--- src/rtl/pulse_request_arbiter.sv ---
// pulse_request_arbiter
//   Shares one engine among NUM_REQ level-signalling requesters. Each rising
//   edge on req_level latches a pending request. Pending requests are granted
//   round-robin. A grant issues one start pulse with a select index, then waits
//   for eng_done. Completion returns a one-cycle ack to the granted requester.
//   A watchdog in WAIT recovers from a hung engine and reports timeout_err.
//
// Handshake: eng_start is a single-cycle pulse with eng_sel valid. eng_sel
//   holds from ISSUE through ACK. eng_done is only looked at in WAIT and may be
//   a pulse or a level. req_ack and timeout_err are single-cycle, exclusive
//   pulses, and one operation is outstanding at a time.
//
// Ports:
//   clk          clock, rising edge
//   reset        synchronous, active-high
//   req_level    per-requester level request (rising edge = one request)
//   eng_start    one-cycle start pulse to the engine
//   eng_sel      granted requester index
//   eng_done     engine completion
//   req_ack      one-hot completion pulse
//   req_pending  latched, not-yet-granted requests
//   busy         state != IDLE
//   timeout_err  one-cycle pulse on watchdog expiry
module pulse_request_arbiter #(
  parameter int NUM_REQ        = 4,
  parameter int IDX_W          = 2,
  parameter int TIMEOUT_CYCLES = 1024,
  parameter int CNT_W          = 16
) (
  input  logic               clk,
  input  logic               reset,
  input  logic [NUM_REQ-1:0] req_level,
  output logic               eng_start,
  output logic [IDX_W-1:0]   eng_sel,
  input  logic               eng_done,
  output logic [NUM_REQ-1:0] req_ack,
  output logic [NUM_REQ-1:0] req_pending,
  output logic               busy,
  output logic               timeout_err
);

  typedef enum logic [1:0] {
    S_IDLE  = 2'd0,
    S_ISSUE = 2'd1,
    S_WAIT  = 2'd2,
    S_ACK   = 2'd3
  } state_t;

  localparam logic [NUM_REQ-1:0] ONE_HOT0 = NUM_REQ'(1);
  localparam logic [CNT_W-1:0]   WD_LAST  = CNT_W'(TIMEOUT_CYCLES - 1);
  localparam logic [IDX_W-1:0]   LAST_CH  = IDX_W'(NUM_REQ - 1);

  state_t             state, state_n;
  logic [NUM_REQ-1:0] req_prev;
  logic [NUM_REQ-1:0] pending, pending_n;
  logic [IDX_W-1:0]   last_grant, last_grant_n;
  logic [IDX_W-1:0]   sel_q, sel_n;
  logic [CNT_W-1:0]   wd_cnt, wd_cnt_n;
  logic               ok_flag, ok_flag_n;

  logic [NUM_REQ-1:0] rise;
  logic [NUM_REQ-1:0] grant_clr;
  logic [IDX_W-1:0]   winner;
  logic [IDX_W-1:0]   win_hi, win_lo;
  logic               any_hi;

  assign rise = req_level & ~req_prev;

  // Round-robin pick: the lowest pending channel above last_grant, or, if there
  // is none, the lowest pending channel overall (wrap-around). The descending
  // scan leaves the lowest match in each candidate.
  always_comb begin
    any_hi = 1'b0;
    win_hi = '0;
    win_lo = '0;
    for (int i = NUM_REQ - 1; i >= 0; i--) begin
      if (pending[i]) begin
        win_lo = IDX_W'(i);
        if (i > int'(last_grant)) begin
          any_hi = 1'b1;
          win_hi = IDX_W'(i);
        end
      end
    end
    winner = any_hi ? win_hi : win_lo;
  end

  always_ff @(posedge clk) begin
    if (reset) begin
      state      <= S_IDLE;
      req_prev   <= '0;
      pending    <= '0;
      last_grant <= LAST_CH;
      sel_q      <= '0;
      wd_cnt     <= '0;
      ok_flag    <= 1'b0;
    end else begin
      state      <= state_n;
      req_prev   <= req_level;
      pending    <= pending_n;
      last_grant <= last_grant_n;
      sel_q      <= sel_n;
      wd_cnt     <= wd_cnt_n;
      ok_flag    <= ok_flag_n;
    end
  end

  always_comb begin
    state_n      = state;
    sel_n        = sel_q;
    last_grant_n = last_grant;
    wd_cnt_n     = wd_cnt;
    ok_flag_n    = ok_flag;
    grant_clr    = '0;
    case (state)
      S_IDLE: begin
        if (|pending) begin
          sel_n     = winner;
          grant_clr = ONE_HOT0 << winner;
          state_n   = S_ISSUE;
        end
      end
      S_ISSUE: begin
        wd_cnt_n = '0;
        state_n  = S_WAIT;
      end
      S_WAIT: begin
        // Done takes priority over a watchdog expiry on the same edge.
        if (eng_done) begin
          ok_flag_n = 1'b1;
          state_n   = S_ACK;
        end else begin
          wd_cnt_n = wd_cnt + CNT_W'(1);
          if ((TIMEOUT_CYCLES != 0) && (wd_cnt == WD_LAST)) begin
            ok_flag_n = 1'b0;
            state_n   = S_ACK;
          end
        end
      end
      S_ACK: begin
        last_grant_n = sel_q;
        sel_n        = '0;
        state_n      = S_IDLE;
      end
      default: state_n = S_IDLE;
    endcase
    // A new rise on the channel being granted this edge survives as a fresh
    // request.
    pending_n = (pending & ~grant_clr) | rise;
  end

  assign eng_start   = (state == S_ISSUE);
  assign eng_sel     = sel_q;
  assign busy        = (state != S_IDLE);
  assign req_pending = pending;
  assign req_ack     = ((state == S_ACK) && ok_flag) ? (ONE_HOT0 << sel_q) : '0;
  assign timeout_err = (state == S_ACK) && !ok_flag;

endmodule

--- config.mk ---
export PLATFORM = sky130hd
export DESIGN_NAME = pulse_request_arbiter
export DESIGN_NICKNAME = d
export VERILOG_FILES = /design/src/rtl/pulse_request_arbiter.sv
export SDC_FILE = /design/constraint.sdc
export NUM_CORES = 1
export LEC_CHECK = 0
export ABC_AREA = 1
export BUFFER_PORTS_ARGS = -buffer_cell sky130_fd_sc_hd__buf_2
export CAP_MARGIN = 5
export CORE_MARGIN = 2
export CORE_UTILIZATION = 60
export CTS_BUF_LIST = sky130_fd_sc_hd__clkbuf_2
export DETAILED_ROUTE_END_ITERATION = 10
export PLACE_DENSITY = 0.82
export RECOVER_POWER = 100
export SYNTH_ARGS = -nofsm -noshare
export SYNTH_HDL_FRONTEND = slang
export SYNTH_SLANG_ARGS = --single-unit
--- constraint.sdc ---
create_clock -name clk -period 1.98 [get_ports clk]
set_clock_uncertainty 0.05 [all_clocks]
set_input_delay 0.198 -clock clk [delete_from_list [all_inputs] [get_ports clk]]
set_output_delay 0.198 -clock clk [all_outputs]
set_load 0.005 [all_outputs]
==> impl_metrics.toml <==
[clock_tree]
cts_sinks = 31
insertion_delay_ns = 0.38
cts_resized = 0
htree_levels = 2
cts_setup_buffers = 0
cts_root_buf = "clkbuf_2"
cts_buffers = 5
cts_hold_buf = 5
cts_tree = "done"
cts_buffer_depth = 2
path_clk_slew_ns = 0.16

[detailed_routing]
firstDrtPassIters = 4
num_vias = 1620
viasPerCell = 5.05
drc = 0
wl_per_cell_um = 11.2
drt-initial-drc-count = 105
drtAntennaViolNets = 0
wirelength_um = 3590

[finish]
fillCellCount = 243
n_antenna_cell = 0
drive_gt1_share_pct = 11.4
area_growth_pct = 12.0
final_common_cell = "nand2_1"
layout.cells.non_filler = 321
layout_common_cells = "nand2_1 (74), nor2_1 (44), inv_1 (39), dfxtp_1 (31), a21oi_1 (17)"
finalNetCount = 301

[worst_setup_path]
worstPathCellList = "inv_1, ha_1, inv_2, nand2_4, inv_2, nor2_1, nand2_1, o21ai_1, o31ai_1, inv_1"
worstSetupPathType = "register to register"
cp.required_ns = 2.26
worst_ep_arrival_time_ns = 2.02
end_kind = "register"
rrSetupSlack_ns = 0.24
critPathMaxFanout = 8
cp-start-kind = "register"
cpMaxStageDelayCell = "nor2_1"
cpPeakStageDelay_ns = 0.43

[global_routing]
grt.overflow.total = 0
grt_max_degree = 19
antenna_found_initial = 0
grt_usage_pct = 23.9
grt_pass1_wl_um = 6010
grt_pass1_vias = 1411

[synthesis]
yosysUniqueCellTypes = 26
synth_warnings = 0
synth_seq_area_share_pct = 36.8
postSynthAreaPerCell_um2 = 6.48
synth.net_count = 272
syn-instance-count = 260
ys_seq_elements = 31
synth_area_um2 = 1680

[pwr]
power.density_nw_per_um2 = 905
power_leakage_nw = 0.876
ir_drop_mv = 0.766

[floorplanning]
die_w_um = 57.0
dieArea_um2 = 3250
core_area_um2 = 2710
rows = 19
die_y_um = 57.0
io_pins = 20
initial_utilization_pct = 62.1

[run]
maxCapViolCount = 0

[sta]
final_max_slew_viol_count = 0
period_minus_slack_ns = 1.74
max_freq_mhz = 575
grt_setup_unrepaired = "false"
finalHoldViolCount = 0
tns_ns = 0
whs_ns = 0.175
tightest_slew_ns = 0.564
finalSetupViolations = 0
period_share_pct = 87.8
slew-limit-headroom_pct = 62.3

[placed_design]
place_hpwl_um = 2520
port_buffers = 19
finalWeightedCongestion = 0.882
dp_cells = 308

[min_path]
hold_class = "primary input to register"

[outcome]
status = "completed"
-- power breakdown --
group / internal, W / switching [W] / leakage [nW]
logic: 0.000187 / 0.000343 / 0.583
clock network: 0.000208 / 0.000221 / 0.0404
registers: 0.000687 / 0.0000608 / 0.253
total: 0.00108 / 0.000626 / 0.876
-- cell type report --
class	instances	area, um^2	share of cell area [%]
inverters	42	158	8.36
repair buffers	24	141	7.49
well taps	31	38.8	2.06
flip-flops and latches	31	621	32.9
clock inverters	3	38.8	2.06
multi-input cells	185	865	45.8
clock buffers	5	25.0	1.33
-- kinds of logic after synthesis --
logic type,after synthesis,synth area share (%)
AOI/OAI and AO/OA,36,12.1
buffers and inverters,44,9.88
and+or+nand+nor,144,37.4
adders and majority gates,5,3.71
DFF,31,36.9
-- sequential cells by signal, indices dropped and copies added (netlist names) --
signal	count
req_pending	4
last_grant	2
state	2
eng_sel	2
ok_flag	1
req_prev	4
wd_cnt	16
-- Yosys cell counts (all sizes together) --
master	n	area, um^2
nor4	1	6.26
nand2	75	304
ha	5	62.6
a211oi	2	20.0
inv	42	158
o31ai	1	7.51
nor2	47	201
nor3	3	15.0
clkbuf	1	3.75
a22oi	1	7.51
dfxtp	31	621
buf	1	5.00
nand4	3	18.8
a21oi	18	93.8
o211ai	2	15.0
nand3	15	85.1
o21ai	12	60.1
-- worst paths after layout --
kind | from | to | cells past startpoint
worst max-delay path | state[0] | wd_cnt[6] | 10
worst min-delay path | reset | ok_flag | 2
worst max register to register | state[0] | wd_cnt[6] | 10
worst min register to register | req_prev[3] | req_pending[3] | 3
-- through the flow --
step | power, W | util [%] | instance area [um^2] | setup slack (ns)
6_report | 0.00171 | 69.6 | 1890 | 0.242
4_1_cts | 0.00174 | 71.0 | 1920 | 0.243
3_5_place_dp | 0.00130 | 66.8 | 1810 | 0.478
5_1_grt | 0.00183 | 69.6 | 1890 | 0.0918
3_3_place_gp | 0.00129 | 66.8 | 1810 | 0.528
2_1_floorplan | 0.00116 | - | 1680 | 0.595
-- worst max-delay path, delay by kind of cell, from the launching register on --
kind                     cells  cell delay [ns]
buffers and inverters        4             0.27
adder cells (fa/ha/maj)      1             0.24
AO/OA/AOI/OAI                2             0.17
flip-flops                   1             0.36
AND/OR/NAND/NOR              3             0.61
-- routing by layer --
metal,track usage (%),up-vias,routed length (um)
met5,0,-,0
met4,9.63,0,34
met3,6.80,2,196
met2,36.0,42,1520
met1,32.5,699,1840
li1,-,877,-
Note: power is estimated with default switching activity, not from simulation.
